## config.mk

```make
export PLATFORM = sky130hd
export DESIGN_NAME = wb_stage
export DESIGN_NICKNAME = d
export VERILOG_FILES = /design/src/rtl/wb_stage.sv
export SDC_FILE = /design/constraint.sdc
export NUM_CORES = 1
export LEC_CHECK = 0
export CAP_MARGIN = 20
export CELL_PAD_IN_SITES_DETAIL_PLACEMENT = 0
export CELL_PAD_IN_SITES_GLOBAL_PLACEMENT = 1
export CORE_MARGIN = 2
export CORE_UTILIZATION = 36
export DETAILED_ROUTE_END_ITERATION = 10
export PLACE_DENSITY = 0.88
export SETUP_SLACK_MARGIN = 0.4
export SLEW_MARGIN = 10
export SYNTH_ARGS = -nofsm -noshare
export SYNTH_HDL_FRONTEND = slang
export SYNTH_SLANG_ARGS = --single-unit
```

## constraint.sdc

```tcl
create_clock -name clk -period 14.1 [get_ports clk]
set_input_delay 3.525 -clock clk [delete_from_list [all_inputs] [get_ports clk]]
set_output_delay 3.525 -clock clk [all_outputs]
set_load 0.005 [all_outputs]
```

## src/rtl/wb_stage.sv

```systemverilog
// Write-back stage: retires execute results, aligns load data returned by memory,
// and drives the register-file write port plus the difftest commit outputs.
module wb_stage (
   input  logic        clk,
   input  logic        rst,
   input  logic        ex_valid,
   output logic        ex_ready,
   input  logic [63:0] ex_pc,
   input  logic [31:0] ex_inst,
   input  logic [4:0]  ex_rd,
   input  logic        ex_rd_wen,
   input  logic [63:0] ex_alu_result,
   input  logic        ex_is_load,
   input  logic [1:0]  ex_load_size,
   input  logic        ex_load_unsigned,
   input  logic        mem_rvalid,
   input  logic [63:0] mem_rdata,
   output logic [4:0]  WriteAddr,
   output logic [63:0] WriteData,
   output logic        WriteEnable,
   output logic        commit_valid,
   output logic [63:0] commit_pc,
   output logic [31:0] commit_inst,
   output logic        commit_wen,
   output logic [4:0]  commit_wdest,
   output logic [63:0] commit_wdata
);

   typedef enum logic {IDLE, WAIT_LOAD} state_t;

   state_t      state;
   logic        accept;

   logic [63:0] ld_pc;
   logic [31:0] ld_inst;
   logic [4:0]  ld_rd;
   logic        ld_rd_wen;
   logic [2:0]  ld_off;
   logic [1:0]  ld_size;
   logic        ld_unsigned;

   logic [63:0] shifted;
   logic [63:0] load_data;

   logic        wb_fire;
   logic        wb_we;
   logic [63:0] wb_pc;
   logic [31:0] wb_inst;
   logic [4:0]  wb_rd;
   logic        wb_rd_wen;
   logic [63:0] wb_data;

   assign ex_ready = (state == IDLE);
   assign accept   = ex_valid & ex_ready;

   // Doubles ignore the offset; lanes shifted in from above bit 63 are zero.
   always_comb begin
      // NOTE: every combinational output gets a default first so no latch is inferred.
      shifted   = mem_rdata >> {((ld_size == 2'b11) ? 3'd0 : ld_off), 3'b000};
      load_data = shifted;
      case (ld_size)
         2'b00:   load_data = ld_unsigned ? {56'd0, shifted[7:0]}  : {{56{shifted[7]}},  shifted[7:0]};
         2'b01:   load_data = ld_unsigned ? {48'd0, shifted[15:0]} : {{48{shifted[15]}}, shifted[15:0]};
         2'b10:   load_data = ld_unsigned ? {32'd0, shifted[31:0]} : {{32{shifted[31]}}, shifted[31:0]};
         default: load_data = shifted;
      endcase
   end

   always_comb begin
      wb_fire   = 1'b0;
      wb_pc     = 64'd0;
      wb_inst   = 32'd0;
      wb_rd     = 5'd0;
      wb_rd_wen = 1'b0;
      wb_data   = 64'd0;
      if (state == IDLE && accept && !ex_is_load) begin
         wb_fire   = 1'b1;
         wb_pc     = ex_pc;
         wb_inst   = ex_inst;
         wb_rd     = ex_rd;
         wb_rd_wen = ex_rd_wen;
         wb_data   = ex_alu_result;
      end else if (state == WAIT_LOAD && mem_rvalid) begin
         wb_fire   = 1'b1;
         wb_pc     = ld_pc;
         wb_inst   = ld_inst;
         wb_rd     = ld_rd;
         wb_rd_wen = ld_rd_wen;
         wb_data   = load_data;
      end
      wb_we = wb_fire & wb_rd_wen & (wb_rd != 5'd0);
   end

   // Address and data are zeroed whenever no write happens so the regfile bypass sees nothing stale.
   always_ff @(posedge clk or posedge rst) begin
      if (rst) begin
         state        <= IDLE;
         WriteEnable  <= 1'b0;
         WriteAddr    <= 5'd0;
         WriteData    <= 64'd0;
         commit_valid <= 1'b0;
         commit_pc    <= 64'd0;
         commit_inst  <= 32'd0;
         commit_wen   <= 1'b0;
         commit_wdest <= 5'd0;
         commit_wdata <= 64'd0;
      end else begin
         // NOTE: sequential state uses non-blocking assignments so every register samples pre-edge values.
         case (state)
            IDLE:      if (accept && ex_is_load) state <= WAIT_LOAD;
            WAIT_LOAD: if (mem_rvalid)           state <= IDLE;
            default:                             state <= IDLE;
         endcase
         WriteEnable  <= wb_we;
         WriteAddr    <= wb_we ? wb_rd   : 5'd0;
         WriteData    <= wb_we ? wb_data : 64'd0;
         commit_valid <= wb_fire;
         commit_pc    <= wb_pc;
         commit_inst  <= wb_inst;
         commit_wen   <= wb_we;
         commit_wdest <= wb_we ? wb_rd   : 5'd0;
         commit_wdata <= wb_we ? wb_data : 64'd0;
      end
   end

   // NOTE: pure capture registers need no reset; they are only read in WAIT_LOAD, which reset leaves.
   always_ff @(posedge clk) begin
      if (accept && ex_is_load) begin
         ld_pc       <= ex_pc;
         ld_inst     <= ex_inst;
         ld_rd       <= ex_rd;
         ld_rd_wen   <= ex_rd_wen;
         ld_off      <= ex_alu_result[2:0];
         ld_size     <= ex_load_size;
         ld_unsigned <= ex_load_unsigned;
      end
   end

endmodule
```

### Yosys cells after proc, flatten, opt, wreduce, memory -nomap -nowiden

Index checks and enable logic that the tools add are counted.
Widths: inputs -> output; s select.

* register bits: 276
* output and inout port bits: 238
* bits of input ports: 238
* word-level logic and storage cells: 51

* shift-type cells: 1
* bitwise gates (word level): 4
* reductions and logical operators: 7
* multiplexer cells: 22
* eq/ne operators: 3

Operators by type and width (count)
* $mux 64: 8
* $pmux 64 s3: 1
* $mux 32: 2
* $shr 64x6->64: 1
* $mux 5: 3
* $mux 1: 6
* $reduce_bool 5->1: 1
* $eq 2x2->1 const B: 2
* $logic_and 1x1->1: 4
* $and 1x1->1: 3
* $mux 3: 1
* $eq 2x1->1 const B: 1
* $logic_not 2->1: 1
* $pmux 1 s2: 1
* $logic_not 1->1: 1
* $not 1->1: 1

### Logic depth before layout (Yosys ltp)

Gate-level depths: netlist (run 1).

* depth after elaboration: 8
* mapped depth: 10
* gate-level depth less buffers: 6

### Worst setup path after synthesis (run 1)

Ideal clock, no wire load.

* path kind: input port to flip-flop
* start point: input port ex_valid
* end point: register ld_inst[0] (enable)
* path slack: 7533 ps
* arrival time: 6086 ps
* library setup time: 481 ps
* path buffers: 0
* cell stages on the path: 1
* data required time: 13619 ps
* path through: and3_1

* cells in the longest elaborated chain, start to end: 2

Ends and longest elaborated chain
* start: declaration: line 6 `input logic ex_valid,`
* $and 1x1->1: line 54 `assign accept = ex_valid & ex_ready;`
* $logic_and 1x1->1: line 128 `if (accept && ex_is_load) begin`
* end signal: assignment: line 130 `ld_inst <= ex_inst;`
* end: declaration: line 35 `logic [31:0] ld_inst;`

No other way between the ends.
A chain may end at the register's enable or synchronous reset.

### Worst setup path after layout (run 1)

* start point: input port ex_is_load
* end point: register commit_wdata[63]

* cells in the longest elaborated chain, start to end: 6
* elaborated cells on any way between the ends: 10
* those cells by class: 5 x mux; 2 x bitwise; 3 x reduce/logical

Ends and longest elaborated chain
* start: declaration: line 13 `input logic ex_is_load,`
* $logic_not 1->1 *: line 76 `if (state == IDLE && accept && !ex_is_load) begin`
* $logic_and 1x1->1 *: line 76
* $mux 5 or $mux 1 (tied branches): line 76
* $reduce_bool 5->1 or $and 1x1->1 (tied branches): line 91 `wb_we = wb_fire & wb_rd_wen & (wb_rd != 5'd0);`
* $and 1x1->1: line 91
* $mux 64 *: line 122 `commit_wdata <= wb_we ? wb_data : 64'd0;`
* end signal: assignment: line 122
* end: declaration: line 26 `output logic [63:0] commit_wdata`

Every way passes the cells marked *; elsewhere a longest branch is shown, timed or not.

==> results of run 1 <==
## cell families after synthesis
logic type             Yosys count
multiplexers                    39
AND/OR/NAND/NOR                229
buffers and inverters          141
flip-flops                     276
AO/OA/AOI/OAI                  291
## cells in the mapped netlist (all sizes together)
library cell	number
o32a	1
o2111a	1
mux2i	33
o21ai	47
o22ai	6
a31oi	19
edfxtp	108
nor3b	2
a211oi	11
a21o	6
a22oi	13
a222oi	4
o21a	4
mux4	3
nor3	5
a21oi	49
inv	6
a32o	2
o21bai	1
o211ai	1
and3	4
mux2	3
a211o	1
and2	8
nand3	24
nor2b	6
nand3b	1
a2111oi	1
a311oi	4
nand2b	2
a221oi	14
or2	1
a22o	96
a21bo	1
buf	96
dfrtp	168
a21boi	2
o2bb2ai	1
o221ai	2
clkbuf	39
or3	1
o211a	4
or4	1
nand2	122
nor2	52
## critical path, cell delays in order
cell and delay, ps:
clkdlybuf4s50_1 460, nor3b_4 190, buf_4 500, a211o_1 220, nor2b_2 330, nand2_1 110, o32a_4 490, o21ai_0 240
## registers in the layout, summed over array words and instances (netlist names), 2 cells and up
register,cells
ld_off,3
ld_inst,32
commit_wdest,5
ld_pc,64
ld_rd,5
commit_pc,64
ld_size,2
commit_inst,32
commit_wdata,64
## stage by stage
step	worst slack [ps]	instance area (sq um)
2_1_floorplan	6030	12000
3_3_place_gp	7370	16500
3_5_place_dp	7300	16500
4_1_cts	7850	17600
5_1_grt	8230	17600
6_report	8410	17600
## worst max path at each step
stage | from | end | slack (ps) | cells after the start
floorplan | rst | commit_inst[0] | 6030 | 1
CTS | ex_is_load | commit_wdata[19] | 7850 | 8
global route | ex_valid | commit_wdata[63] | 8230 | 8
global placement | ex_is_load | commit_wdata[8] | 7370 | 7
detailed placement | ex_is_load | commit_wdata[19] | 7300 | 8
finish | ex_is_load | commit_wdata[63] | 8410 | 8
## routing by layer
layer,global-route usage (%),vias to the layer above,wire (microns)
met3,5.55,72,3360
met1,31.6,4827,17600
met4,7.66,4,1410
met5,0,-,27
li1,-,4321,-
met2,39.3,457,20800
## cell type report
class | instances | area [sq um] | area share [%]
Tap cell | 442 | 553 | 3.13
Sequential cell | 276 | 7450 | 42.2
Inverter | 6 | 27.5 | 0.156
Clock inverter | 10 | 188 | 1.06
Timing Repair Buffer | 485 | 4870 | 27.6
Antenna cell | 3 | 7.51 | 0.0425
Multi-Input combinational cell | 559 | 3690 | 20.9
Clock buffer | 45 | 858 | 4.86
## power by group
part	internal [mW]	leakage [nW]	switching, mW
sequential	0.882	3.27	0.0213
combinational	0.164	3.23	0.139
clock	0.511	0.501	0.314
==> results.md, run 1 <==
- Final Max Tran Viols: 0
- Yosys warns: 0
- DR WL/cell: 23.6 microns
- Fin crit share: 40.4%
- PD cells: 115 nW/um^2
- Leakage: 7.00 nW
- Max Fanout on Critical Path: 60
- Pin count of the biggest net entering global routing: 100
- R2R Path End: commit_wdata[63]
- Syn_nets: 1,214
- Worst min-delay path class: reg -> reg
- Clock latency on the worst-skew pair: 550 ps
- Main combinational cell family by area after synthesis: compound AO/OA/AOI/OAI gates
- Peak VDD IR: 99.6 uV
- Full die area: 34,900 sq um
- Clk root buf: clkbuf_16
- Minimum hold slack: 459 ps
- Syn_area_per_cell: 12.3 sq um
- Synth-to-layout area growth: 46.8%
- Antenna Violating Nets Remaining: 0
- Die Span X: 187 microns
- Hold-fix buffer count after cts: 0
- Clock transition at path regs: 60 ps
- Synth Area in Simple Gates: 8.21%
- Final hold vios: 0
- Max transition margin: 25.1%
- Vias: 9,681
- Yosys top cell by area: dfrtp_1
- Post-Synth XOR/XNOR Area: 0%
- Reg-to-Reg Start: ld_size[1]
- Maximum root-to-sink buffer count: 3
- Mux cell area share after synthesis: 3.59%
- Fin nets: 1,596
- First-pass GRT wire length: 63,900 microns
- Final Instance Count excl. Fillers: 1,826
- Commonest non-fill, non-tap cell in the layout: clkdlybuf4s50_1
- Gr ovfl total: 0
- DR pass1 iterations: 5
- Min Tclk post-route: 5690 ps
- Post-Syn Area: 12,000 sq um
- Critical path type: in -> reg
- Synth cell types: 59
- H-tree depth: 1
- Setup violators final: 0
- Sequential share of the synthesized area: 61.9%
- Max Fclk: 176 MHz
- #FFs+latches synth: 276
- DRT Wirelength: 43,200 microns
- Final Wtd Congestion: 0.874
- Hold path startpoint: ld_pc[14]
- Post-synth top area share: 35.0%
- Layout cell share with drive strength beyond 1: 7.53%
- Worst Path Required: 14,570 ps
- Arrival time at the worst endpoint: 6160 ps
- Fillcell total: 2,814
- Fin Setup TNS: 0 ps
- CTS tree: built
- Post-synthesis adder-cell area fraction: 0%
- Crit end category: flip-flop
- IO Port Bufs: 475
- Initial DRC Count: 864
- Worst-margin pin slew: 1120 ps
- Outcome: finished, final reports clean
- Dpl cells: 1,765
- R2R setup slack: 10,130 ps
- Setup Skew: 19.2 ps
- Max_cap viols: 0
- CTS sink cnt: 276
- Core Footprint: 32,700 sq um
- RSZ-0062 raised after global routing: no
- Die height: 187 microns
- WHS Path Cells: 1
- Gr usage total: 24.0%
- Worst setup SP type: input pin
- CTS resizes: 0
- Drt drc: 0
- Worst hold path endpoint: commit_pc[14]
- Compound-cell area share of the yosys netlist: 18.8%
- Util after Layout: 54.0%
- Most frequent cells in the layout: 475 x clkdlybuf4s50_1, 168 x dfrtp_1, 121 x nand2_1, 108 x edfxtp_1, 96 x a22o_1
- Via/cell ratio: 5.30
- Post-Synthesis Cells: 976
- Worst Reg-to-Reg Cells: 6
- Initial core utilization: 36.8%
- Initial antenna violation count: 6
- Row Count: 66
- HPWL Detailed: 31,900 microns
- Final Power: 2.03 mW
- CTS Buf Count: 30
- Top cells by area, synth: dfrtp_1 35%, edfxtp_1 27%, a22o_1 7.0%
- Vias in the first global route: 9,858
- Top Ports: 476
- Post-CTS setup buffers: 0
No activity file was read; power rests on OpenSTA's default activity.
==> run 2: changes to the inputs <==
- CORE_UTILIZATION: 36 -> 30
- PLACE_DENSITY: 0.88 -> 0.79
- clock period: 14.1 -> 5.2 ns (I/O delays scaled with it)
==> results.md, run 2 (synthesis results as in run 1) <==
- Outcome: finished, final reports clean
- Top Ports: 476 (unchanged)
- Min Tclk post-route: 3490 ps
- Met2 WL: 20,500 microns (-1.2%)
- H-tree depth: 1 (unchanged)
- Combinational Power Share: 14.9% (about the same)
- Die Span X: 204 microns (+9.3%)
- Max Fclk: 287 MHz
- Vias: 9,641 (-0.41%)
- Peak VDD IR: 351 uV (+250%)
- Clk pwr share: 40.4% (-0.2 points)
- Setup Skew: 14.8 ps (-4.35 ps)
- Initial DRC Count: 802 (-7.2%)
- CP max stage cell: a2111oi_0
- Worst stage delay on the critical path: 850 ps (+350 ps)
- Final Max Tran Viols: 0 (unchanged)
- Initial core utilization: 30.3% (-6.4 points)
- Worst-margin pin slew: 1130 ps (+10.8 ps)
- Layout cell share with drive strength beyond 1: 8.00% (+0.47 points)
- Reg power frac: 44.6% (about the same)
- Maximum root-to-sink buffer count: 3 (unchanged)
- Util after Layout: 44.8% (-9.2 points)
- Max transition margin: 24.4% (-0.72 points)
- Row Count: 73 (+11%)
- Gr ovfl total: 0 (unchanged)
- Largest regs: commit_pc: 64 flops, commit_wdata: 64 flops, ld_pc: 64 flops
- Leakage: 6.99 nW (about the same)
- Pin count of the biggest net entering global routing: 97 (-3.0%)
- Post-CTS setup buffers: 0 (unchanged)
- CTS resizes: 0 (unchanged)
- Max_cap viols: 0 (unchanged)
- WL met1: 17,400 microns (-1.1%)
- Top sig layer: met5
- Commonest non-fill, non-tap cell in the layout: clkdlybuf4s50_1
- Synth-to-layout area growth: 47.6%
- Post-DP Area: 16,700 sq um (+1.0%)
- Reg-to-Reg Start: ld_size[1]
- Antenna Violating Nets Remaining: 0 (unchanged)
- Worst min-delay path class: reg -> reg
- Fin nets: 1,600 (+0.25%)
- Max Fanout on Critical Path: 39 (-35%)
- Initial antenna violation count: 8 (+2)
- Drt drc: 0 (unchanged)
- R2R setup slack: 1710 ps (-8420 ps)
- DR WL/cell: 22.6 microns (-4.4%)
- Worst Reg-to-Reg Cells: 7 (+1)
- Vias in the first global route: 9,639 (-2.2%)
- Fillcell total: 3,657 (+30%)
- Via/cell ratio: 5.03 (-5.2%)
- Worst setup SP type: flip-flop
- WHS Path Cells: 1 (unchanged)
- First-pass GRT wire length: 62,600 microns (-2.0%)
- Full die area: 41,700 sq um (+20%)
- DR pass1 iterations: 5 (unchanged)
- Die height: 204 microns (+9.3%)
- HPWL Detailed: 32,100 microns (+0.69%)
- Fin Setup TNS: 0 ps (unchanged)
- Clock transition at path regs: 60 ps (about the same)
- Final Wtd Congestion: 0.906 (+3.6%)
- Arrival time at the worst endpoint: 3880 ps (-2280 ps)
- CTS tree: built
- CP delay by family, top: compound AO/OA/AOI/OAI gates
- Gr usage total: 20.1% (-3.9 points)
- CTS Buf Count: 31 (+3.3%)
- Internal cell power: 4.14 mW (+170%)
- R2R Path End: commit_wdata[23]
- Final hold vios: 0 (unchanged)
- Switching share of power: 24.4% (+1.1 points)
- CTS sink cnt: 276 (unchanged)
- Clock latency on the worst-skew pair: 570 ps (+20 ps)
- RSZ-0062 raised after global routing: no
- Worst hold path endpoint: commit_inst[11]
- Critical path type: reg -> reg
- Switching pwr: 1.34 mW (+180%)
- PD cells: 309 nW/um^2 (+170%)
- IO Port Bufs: 475 (unchanged)
- Core Footprint: 39,600 sq um (+21%)
- Clk root buf: clkbuf_16
- Hold path startpoint: ld_inst[11]
- Crit path buf inv count: 1 (-1)
- Worst Path Required: 5590 ps (-8980 ps)
- Hold-fix buffer count after cts: 0 (unchanged)
- Final instance area: 17,700 sq um (+0.57%)
- Fin crit share: 67.1%
- Worst path cell trace: nand2_2 > buf_4 > and2_1 > nand2_1 > a21oi_1 > a2111oi_0 > a211oi_1
- Setup violators final: 0 (unchanged)
- Crit end category: flip-flop
- Routed wl met3: 3930 microns (+17%)
- DRT Wirelength: 43,300 microns (+0.40%)
- Most frequent cells in the layout: 475 x clkdlybuf4s50_1, 168 x dfrtp_1, 121 x nand2_1, 108 x edfxtp_1, 96 x a22o_1
run 2: cell count changes in the layout (fill, tap and decap cells not counted), sizes merged, moves of 2 or more:
cell,change
diode,+3
bufinv,-2
clkinv,+4
clkinvlp,+3
buf,+3
run 2: metrics by stage:
step	total power [mW]	cells	setup slack (ps)	hold WS [ps]
3_5_place_dp	3.31	1854	1530	448
4_1_cts	5.55	1912	1820	447
2_1_floorplan	2.80	976	858	443
5_1_grt	5.69	1915	1590	475
3_3_place_gp	3.30	1854	1500	448
6_report	5.48	1918	1710	455
run 2: per-layer routing:
layer | vias to the layer above | GRT usage [%]
met2 | 454 | 32.0
li1 | 4337 | -
met5 | - | 0
met4 | 4 | 6.94
met3 | 76 | 6.06
met1 | 4770 | 25.9
run 2: cell type report:
| cell class | count | area, sq um | share of cell area [%] |
|---|---|---|---|
| Antenna cell | 6 | 15.0 | 0.0846 |
| Clock buffer | 44 | 865 | 4.87 |
| Clock inverter | 14 | 169 | 0.952 |
| Inverter | 6 | 26.3 | 0.148 |
| Multi-Input combinational cell | 559 | 3690 | 20.8 |
| Sequential cell | 276 | 7450 | 42.0 |
| Tap cell | 525 | 657 | 3.70 |
| Timing Repair Buffer | 488 | 4880 | 27.5 |
run 2: power groups by stage:
stage | Sequential, mW | Combinational (mW) | Clock, mW
after global placement | 2.48 | 0.811 | 0
after floorplan | 2.48 | 0.319 | 0
after detailed placement | 2.49 | 0.818 | 0
after CTS | 2.45 | 0.822 | 2.28
after global routing | 2.46 | 0.874 | 2.36
final | 2.45 | 0.820 | 2.22
run 2: worst max-delay path by stage:
stage	startpoint	endpoint	slack, ps	cells after the start
floorplan	ex_valid	ld_inst[0]	860	1
global placement	mem_rdata[31]	commit_wdata[32]	1500	7
detailed placement	mem_rdata[31]	commit_wdata[63]	1530	7
CTS	ld_size[0]	commit_wdata[32]	1820	7
global route	ld_size[1]	commit_wdata[23]	1590	7
finish	ld_size[1]	commit_wdata[23]	1710	7
